## config.mk

```make
export PLATFORM = sky130hd
export DESIGN_NAME = mem_access_ctrl_flat
export DESIGN_NICKNAME = d
export VERILOG_FILES = /design/src/rtl/mem_access_ctrl_if.sv /design/src/rtl/mem_access_ctrl.sv /design/src/flat_wrapper.sv
export SDC_FILE = /design/constraint.sdc
export NUM_CORES = 1
export LEC_CHECK = 0
export CAP_MARGIN = 0
export CORE_MARGIN = 2
export CORE_UTILIZATION = 30
export CTS_CLUSTER_DIAMETER = 150
export CTS_CLUSTER_SIZE = 20
export DETAILED_ROUTE_END_ITERATION = 10
export PLACE_DENSITY_LB_ADDON = 0.05
export SLEW_MARGIN = 10
export SYNTH_ARGS = -nofsm -noshare
export SYNTH_HDL_FRONTEND = slang
export SYNTH_SLANG_ARGS = --single-unit
```

## constraint.sdc

```tcl
create_clock -name clk -period 3.9 [get_ports clk]
set_input_delay 0.975 -clock clk [delete_from_list [all_inputs] [get_ports clk]]
set_output_delay 0.975 -clock clk [all_outputs]
set_load 0.02 [all_outputs]
```

## src/rtl/mem_access_ctrl_if.sv

```systemverilog
`default_nettype none
// ============================================================================
// Module  : mem_access_ctrl_if
// Brief   : Decode-side, register-file and data-memory signals of the
//           load/store controller.
// Revision: 1.0 - initial release
// ============================================================================
interface mem_access_ctrl_if;
  logic        instr_valid;
  logic        instr_ready;
  logic [31:0] instruction;
  logic [31:0] Read_data1;
  logic [31:0] Read_data2;
  logic [31:0] address;
  logic        write_enable;
  logic        read_enable;
  logic [31:0] write_data;
  logic        mem_ready;
  logic [31:0] mem_rdata;
  logic [31:0] load_data;
  logic [4:0]  load_rd;
  logic        done;
  logic        err;

  modport master (
    output instr_valid, instruction, Read_data1, Read_data2, mem_ready, mem_rdata,
    input  instr_ready, address, write_enable, read_enable, write_data,
           load_data, load_rd, done, err
  );

  modport slave (
    input  instr_valid, instruction, Read_data1, Read_data2, mem_ready, mem_rdata,
    output instr_ready, address, write_enable, read_enable, write_data,
           load_data, load_rd, done, err
  );
endinterface
`default_nettype wire

```

## src/rtl/mem_access_ctrl.sv

```systemverilog
`default_nettype none
// ============================================================================
// Module  : mem_access_ctrl
// Brief   : Multi-cycle LW/SW memory-stage sequencer (IDLE->ADDR->REQ->DONE).
//           Optional macro MISALIGN_TRAP_EN aborts word-misaligned accesses.
// Revision: 1.0 - initial release
// ============================================================================
module mem_access_ctrl #(
  parameter int TIMEOUT = 15,
  parameter int CNT_W   = 8
) (
  input  logic             clk,
  input  logic             reset,
  mem_access_ctrl_if.slave bus
);

  typedef enum logic [1:0] {
    S_IDLE = 2'd0,
    S_ADDR = 2'd1,
    S_REQ  = 2'd2,
    S_DONE = 2'd3
  } state_t;

  localparam logic [5:0]       OP_LW        = 6'b100011;
  localparam logic [5:0]       OP_SW        = 6'b101011;
  localparam logic [CNT_W-1:0] TIMEOUT_LAST = CNT_W'(TIMEOUT - 1);

  state_t           state_q;
  logic             is_sw_q;
  logic [4:0]       rt_q;
  logic [15:0]      imm_q;
  logic [31:0]      base_q;
  logic [31:0]      sdata_q;
  logic [CNT_W-1:0] cnt_q;
  logic             instr_ready_q;
  logic             we_q;
  logic             re_q;
  logic             done_q;
  logic             err_q;
  logic [31:0]      address_q;
  logic [31:0]      write_data_q;
  logic [31:0]      load_data_q;
  logic [4:0]       load_rd_q;

  logic [5:0]       opcode;
  logic [31:0]      address_d;
  logic             unused_rs;

  assign opcode    = bus.instruction[31:26];
  assign address_d = base_q + {{16{imm_q[15]}}, imm_q};
  assign unused_rs = ^bus.instruction[25:21];

  always_ff @(posedge clk) begin
    if (!reset) begin
      state_q       <= S_IDLE;
      is_sw_q       <= 1'b0;
      rt_q          <= '0;
      imm_q         <= '0;
      base_q        <= '0;
      sdata_q       <= '0;
      cnt_q         <= '0;
      instr_ready_q <= 1'b0;
      we_q          <= 1'b0;
      re_q          <= 1'b0;
      done_q        <= 1'b0;
      err_q         <= 1'b0;
      address_q     <= '0;
      write_data_q  <= '0;
      load_data_q   <= '0;
      load_rd_q     <= '0;
    end else begin
      case (state_q)
        S_IDLE: begin
          if (bus.instr_valid && instr_ready_q) begin
            instr_ready_q <= 1'b0;
            is_sw_q       <= (opcode == OP_SW);
            rt_q          <= bus.instruction[20:16];
            imm_q         <= bus.instruction[15:0];
            base_q        <= bus.Read_data1;
            sdata_q       <= bus.Read_data2;
            if (opcode == OP_SW || opcode == OP_LW) begin
              state_q <= S_ADDR;
            end else begin
              // Non-memory opcodes retire cleanly without touching memory
              state_q <= S_DONE;
              done_q  <= 1'b1;
              err_q   <= 1'b0;
            end
          end else begin
            instr_ready_q <= 1'b1;
          end
        end

        S_ADDR: begin
          address_q <= address_d;
          cnt_q     <= '0;
          if (is_sw_q) write_data_q <= sdata_q;
`ifdef MISALIGN_TRAP_EN
          if (address_d[1:0] != 2'b00) begin
            state_q <= S_DONE;
            done_q  <= 1'b1;
            err_q   <= 1'b1;
          end else begin
            state_q <= S_REQ;
            we_q    <= is_sw_q;
            re_q    <= ~is_sw_q;
          end
`else
          state_q <= S_REQ;
          we_q    <= is_sw_q;
          re_q    <= ~is_sw_q;
`endif
        end

        S_REQ: begin
          if (bus.mem_ready) begin
            we_q    <= 1'b0;
            re_q    <= 1'b0;
            done_q  <= 1'b1;
            err_q   <= 1'b0;
            state_q <= S_DONE;
            if (!is_sw_q) begin
              load_data_q <= bus.mem_rdata;
              load_rd_q   <= rt_q;
            end
          end else if (cnt_q == TIMEOUT_LAST) begin
            // Enable has now been visible for TIMEOUT cycles: abort
            we_q    <= 1'b0;
            re_q    <= 1'b0;
            done_q  <= 1'b1;
            err_q   <= 1'b1;
            state_q <= S_DONE;
          end else begin
            cnt_q <= cnt_q + CNT_W'(1);
          end
        end

        S_DONE: begin
          done_q        <= 1'b0;
          err_q         <= 1'b0;
          instr_ready_q <= 1'b1;
          state_q       <= S_IDLE;
        end

        default: state_q <= S_IDLE;
      endcase
    end
  end

  assign bus.instr_ready  = instr_ready_q;
  assign bus.address      = address_q;
  assign bus.write_enable = we_q;
  assign bus.read_enable  = re_q;
  assign bus.write_data   = write_data_q;
  assign bus.load_data    = load_data_q;
  assign bus.load_rd      = load_rd_q;
  assign bus.done         = done_q;
  assign bus.err          = err_q;

endmodule
`default_nettype wire

```

## src/flat_wrapper.sv

```systemverilog
// flat-port wrapper written by rule: the top's interface ports become plain ports
module mem_access_ctrl_flat 
#(
  parameter int TIMEOUT = 15,
  parameter int CNT_W   = 8
)
  (clk, reset, bus_instr_valid, bus_instruction, bus_Read_data1, bus_Read_data2, bus_mem_ready, bus_mem_rdata, bus_instr_ready, bus_address, bus_write_enable, bus_read_enable, bus_write_data, bus_load_data, bus_load_rd, bus_done, bus_err);
  mem_access_ctrl_if bus_i ();
  input  logic clk;
  input  logic reset;
  input wire logic [$bits(bus_i.instr_valid)-1:0] bus_instr_valid;
  input wire logic [$bits(bus_i.instruction)-1:0] bus_instruction;
  input wire logic [$bits(bus_i.Read_data1)-1:0] bus_Read_data1;
  input wire logic [$bits(bus_i.Read_data2)-1:0] bus_Read_data2;
  input wire logic [$bits(bus_i.mem_ready)-1:0] bus_mem_ready;
  input wire logic [$bits(bus_i.mem_rdata)-1:0] bus_mem_rdata;
  output wire logic [$bits(bus_i.instr_ready)-1:0] bus_instr_ready;
  output wire logic [$bits(bus_i.address)-1:0] bus_address;
  output wire logic [$bits(bus_i.write_enable)-1:0] bus_write_enable;
  output wire logic [$bits(bus_i.read_enable)-1:0] bus_read_enable;
  output wire logic [$bits(bus_i.write_data)-1:0] bus_write_data;
  output wire logic [$bits(bus_i.load_data)-1:0] bus_load_data;
  output wire logic [$bits(bus_i.load_rd)-1:0] bus_load_rd;
  output wire logic [$bits(bus_i.done)-1:0] bus_done;
  output wire logic [$bits(bus_i.err)-1:0] bus_err;
  assign bus_i.instr_valid = bus_instr_valid;
  assign bus_i.instruction = bus_instruction;
  assign bus_i.Read_data1 = bus_Read_data1;
  assign bus_i.Read_data2 = bus_Read_data2;
  assign bus_i.mem_ready = bus_mem_ready;
  assign bus_i.mem_rdata = bus_mem_rdata;
  assign bus_instr_ready = bus_i.instr_ready;
  assign bus_address = bus_i.address;
  assign bus_write_enable = bus_i.write_enable;
  assign bus_read_enable = bus_i.read_enable;
  assign bus_write_data = bus_i.write_data;
  assign bus_load_data = bus_i.load_data;
  assign bus_load_rd = bus_i.load_rd;
  assign bus_done = bus_i.done;
  assign bus_err = bus_i.err;
  mem_access_ctrl #(.TIMEOUT(TIMEOUT), .CNT_W(CNT_W)) u_core (.clk(clk), .reset(reset), .bus(bus_i));
endmodule
```

==> Word level (Yosys, flattened, before mapping) <==
Index checks and enable logic that the tools add are counted.
{ "word_totals": {"word_cells": 66, "latch_bits": 0, "ramBits": 0, "n_memories": 0, "out_inout_bits": 106, "input_bits": 132, "regBits": 202, "mem_bits_ro": 0} }
{ "classes": {"n_addsub": 2, "bitwise": 1, "multipliers": 0, "mux": 23, "n_lt_le_gt_ge": 0, "shifts": 0, "n_reduce_logical": 13, "n_div": 0, "n_eq_ne": 11} }
{ "op_table": {"columns": ["cell", "n"], "rows": [
  ["adder 32 bit", 1],
  ["two-way mux 8 bit", 2],
  ["one-hot mux 8 bit (2 select lines)", 1],
  ["equality test 6 bit, second input constant", 2],
  ["two-way mux 1 bit", 10],
  ["adder 8 x 1 -> 8 bit, second input constant", 1],
  ["equality test 8 x 4 -> 1 bit, second input constant", 1],
  ["two-way mux 2 bit", 4],
  ["one-hot mux 2 bit (4 select lines)", 1],
  ["AND reduction 2 bit", 4],
  ["!= test 2 bit, second input constant", 3],
  ["one-hot mux 1 bit (2 select lines)", 3],
  ["one-hot mux 1 bit (3 select lines)", 2],
  ["AND reduction 3 bit", 2],
  ["equality test 2 bit, second input constant", 2],
  ["AND reduction 4 bit", 1],
  ["nonzero test 2 bit", 2],
  ["!= test 3 x 2 -> 1 bit, second input constant", 1],
  ["nonzero test 3 bit", 1],
  ["equality test 2 x 1 -> 1 bit, second input constant", 1],
  ["zero test 2 bit", 1],
  ["!= test 2 x 1 -> 1 bit, second input constant", 1],
  ["logical AND 1 bit", 1],
  ["logical OR 1 bit", 1],
  ["NOT 1 bit", 1]
]} }

==> Logic depth before layout (Yosys ltp) <==
{ "depth": {"depth_word": 5, "mapped_depth": 10, "mapped_depth_nobuf": 10} }

==> Worst setup path after synthesis <==
Ideal clock, no wire load.
{ "synth_timing": {"path_type": "reg-to-reg", "from": "reg u_core.base_q[0]", "to": "reg u_core.address_q[26], in the netlist u_core.bus.address[26]", "n_path_buf": 0, "t_arrival_ps": 2666, "required_time_ps": 3778, "period_less_slack_ps": 2788, "setup_ps": 122, "slack_ps": 1112, "stages_incl_launch_ff": 11, "path_cell_list": "dfxtp_1 ha_1 fa_1 a211oi_2 o21bai_1 a211oi_2 nor3_2 o41a_1 a211oi_2 nor4b_1 a311o_1"} }
{ "synth_between": {"elab_chain_cells": 1} }
{ "synth_rtl": {"columns": ["item", "line", "text"], "rows": [
  ["start, declared", "mem_access_ctrl.sv:32", "logic [31:0] base_q;"],
  ["start signal, assigned", "mem_access_ctrl.sv:79", "base_q <= bus.Read_data1;"],
  ["adder 32 bit", "mem_access_ctrl.sv:50", "assign address_d = base_q + {{16{imm_q[15]}}, imm_q};"],
  ["end signal, assigned", "mem_access_ctrl.sv:95", "address_q <= address_d;"],
  ["end, declared", "mem_access_ctrl.sv:40", "logic [31:0] address_q;"]
]} }
Every way passes these cells.
A chain may end at the register's enable or synchronous reset.

==> Final worst setup path <==
Same ends and word-level chain as after synthesis.

==> metrics.log <==
INFO  metric wirelength = 26.18 mm
INFO  metric dpl_worst_slack = 656.6 ps
INFO  metric finalCoreUtilization = 0.4057
INFO  metric placed_cells_incl_taps = 1687
INFO  metric post-route-drc-count = 0
INFO  metric postSynth.topFlopCell = dfxtp_1
INFO  metric post_cts_resize_count = 0
INFO  metric synth-warning-count = 0
INFO  metric yosysUniqueCellTypes = 58
INFO  metric synth-edff-count = 0
INFO  metric synth_async_sr_flop_share = 0
INFO  metric design.die.area = 32350 um2
INFO  metric initial_antenna_violation_count = 3
INFO  metric wire_length_of_the_first_global_routing_pass = 42.17 mm
INFO  metric die_width = 179.9 um
INFO  metric cts_tree = built
INFO  metric global_route.usage.met3 = 0.03951
INFO  metric cts.sinks = 202
INFO  metric vdd_ir_drop_max = 0.0002326 V
INFO  metric power_leakage = 4.412 nW
INFO  metric worst_ep_required_time = 4290 ps
INFO  metric clock_path_buffers = 3
INFO  metric synthesis.area = 9279 um2
INFO  metric timing.final.ws_setup = 666.5 ps
INFO  metric post_cts_hold_buffer_count = 0
INFO  metric wl_per_cell = 15.35 um
INFO  metric min_path_type = reg2reg
INFO  metric fin_tns_setup = 0 ps
INFO  metric globalRouteTotalUtil = 0.1577
INFO  metric unrepaired_setup_endpoints_after_global_routing = false
INFO  metric clock-skew-final = 20.24 ps
INFO  metric weighted_congestion_at_the_end_of_routability_driven_global_placement = 0.7721
INFO  metric route.antenna.remaining_nets = 0
INFO  metric floorplan.core_area = 30510 um2
INFO  metric initial_utilization = 0.3041
INFO  metric final_min_period_over_clock_period = 0.8291
INFO  metric setup_viol = 0
INFO  metric finalHoldViolations = 0
INFO  metric yosysSeqAreaShare = 0.4358
INFO  metric grt_util_met2 = 0.2578
INFO  metric grt_max_degree = 115
INFO  metric vias = 7948
INFO  metric worst_slew_pin_slew = 643.6 ps
INFO  metric maxCapViolCount = 0
INFO  metric core.rowCount = 64
INFO  metric portBuffers = 232
INFO  metric globalRoute.totalOverflow = 0
INFO  metric postCtsSetupBuffers = 0
INFO  metric crit_path_start_kind = flip-flop
INFO  metric max_slew_margin = 0.5683
INFO  metric fin_worst_hold_slack = 462.6 ps
INFO  metric worstPathArrival = 3620 ps
INFO  metric synth_fp_nets = 1288
INFO  metric p_per_area = 432.2 nW/um2
INFO  metric syn-instance-count = 1117
INFO  metric pin_count = 238
INFO  metric grt_pass1_vias = 7703
INFO  metric end_kind = flip-flop
INFO  metric layout_min_cycle_time = 3234 ps
INFO  metric slew_viol_final = 0
INFO  metric drtPass1Iterations = 4
INFO  metric worst_setup_hold_path_clk_slew = 90 ps
INFO  metric gr-max-usage-layer = met2
INFO  metric outcome = finished clean
INFO  metric totalPowerFinal = 5.349 mW
INFO  metric viasPerCell = 4.662
INFO  metric htreeDepth = 1
INFO  metric drtIter0Drc = 373
INFO  metric worst_skew_pair.late_latency = 490 ps
INFO  metric detailedPlacementHpwl = 18.02 mm
INFO  metric post-route-cell-area = 12380 um2
INFO  metric finish.net_count = 1478
INFO  metric detailed_place.area = 11990 um2
INFO  metric root_buffer = clkbuf_16
INFO  metric maximum_fanout_encountered_on_the_critical_timing_path = 4
INFO  metric max_clock_freq = 0.3093 GHz
INFO  metric synth.ff_latch_count = 202
INFO  metric use_met1 = 0.2088
INFO  metric layoutNonFillerInstCount = 1705
INFO  metric fraction_of_layout_cells_with_a_size_suffix_above_1 = 0.03213
INFO  metric timing.setup.critical_path_class = reg2reg
INFO  metric area.growth.synth_to_final = 33.39%
INFO  metric avg_cell_area_syn = 8.307 um2
INFO  metric dieHeight = 179.9 um
INFO  metric tritoncts.num_buffers = 14
## kinds of logic (layout without fill, tap and decap cells)
kind of cell / after synthesis / after routing / synth area share
xor gates and xnor gates: 25 / 25 / 0.02360
muxes: 21 / 21 / 0.02279
buffers and inverters: 85 / 275 / 0.03439
and+or+nand+nor: 468 / 468 / 0.2184
other: 0 / 2 / 0
DFF: 202 / 202 / 0.4358
adders and majority gates: 39 / 39 / 0.05340
AOI/OAI and AO/OA: 277 / 277 / 0.2116
## sequential cells by signal, summed over array words and instances (netlist names)
name,flops
u_core.bus.load_rd,5
u_core.cnt_q,8
u_core.bus.instr_ready,1
u_core.state_q,2
u_core.base_q,32
u_core.bus.err,1
u_core.is_sw_q,1
u_core.bus.load_data,32
u_core.imm_q,16
u_core.bus.write_data,32
u_core.bus.done,1
u_core.rt_q,5
u_core.bus.read_enable,1
u_core.bus.write_enable,1
u_core.sdata_q,32
u_core.bus.address,32
## layout by cell type, fill, tap and decap left out, drive strengths merged, types with 16 or more instances in the layout
cell,Yosys,final
a21boi,158,158
mux2i,20,20
nor2b,26,26
nand3,16,16
a21oi,38,38
o21ai,22,22
clkdlybuf4s50,0,231
nor2,31,31
dfxtp,202,202
nand2,339,339
ha,38,38
## synth_stat cells, types with 4 or more instances
library cell | number | area (um2)
a211oi_1 | 4 | 30.03
a21boi_0 | 158 | 1186
a21o_1 | 14 | 105.1
a21oi_1 | 38 | 190.2
a31oi_1 | 6 | 37.54
and2_1 | 5 | 31.28
and3_1 | 7 | 43.79
and4_1 | 4 | 35.03
buf_1 | 7 | 26.28
clkbuf_1 | 64 | 240.2
dfxtp_1 | 202 | 4044
ha_1 | 38 | 475.5
inv_1 | 13 | 48.80
mux2i_1 | 20 | 200.2
nand2_1 | 339 | 1272
nand3_1 | 16 | 80.08
nand4_1 | 13 | 81.33
nand4b_1 | 4 | 35.03
nor2_1 | 31 | 116.4
nor2b_1 | 26 | 162.7
o211ai_1 | 4 | 30.03
o21ai_0 | 20 | 100.1
o21bai_1 | 7 | 52.55
or3_1 | 6 | 37.54
xnor2_1 | 11 | 96.34
xor2_1 | 14 | 122.6
## metal layers
| layer | share of wire | up-vias |
|---|---|---|
| met1 | 0.48 | 3625 |
| met5 | 0.00042 | - |
| met4 | 0.021 | 2 |
| met3 | 0.056 | 29 |
| met2 | 0.45 | 144 |
| li1 | - | 4148 |
## power breakdown
| part | switching, mW | internal, mW |
|---|---|---|
| clock | 0.760 | 0.666 |
| combinational | 0.878 | 0.638 |
| sequential | 0.133 | 2.27 |
## critical path, stage by stage (launching register included)
cell and delay, ps:
dfxtp_1 320, ha_1 230, fa_1 440, a211oi_2 220
o21bai_1 160, a211oi_2 410, nor3_2 140, o41a_1 450
a211oi_2 350, nor4b_1 90, a311o_1 320
## final timing paths
kind,startpoint,endpoint,depth (start not counted),slack [ps]
min reg2reg,u_core.bus.write_data[24],u_core.bus.write_data[24],2,460
min,u_core.bus.write_data[24],u_core.bus.write_data[24],2,460
max,u_core.base_q[0],u_core.bus.address[26],10,670
max reg2reg,u_core.base_q[0],u_core.bus.address[26],10,670
## final cells by class
type	count	area [um2]
Antenna cell	2	5.005
Clock buffer	14	350.3
Clock inverter	2	36.28
Fill cell	3212	18130
Inverter	14	52.55
Multi-Input combinational cell	830	4938
Sequential cell	202	4044
Tap cell	396	495.5
Timing Repair Buffer	245	2455
Note: power is estimated with default switching activity, not from simulation.
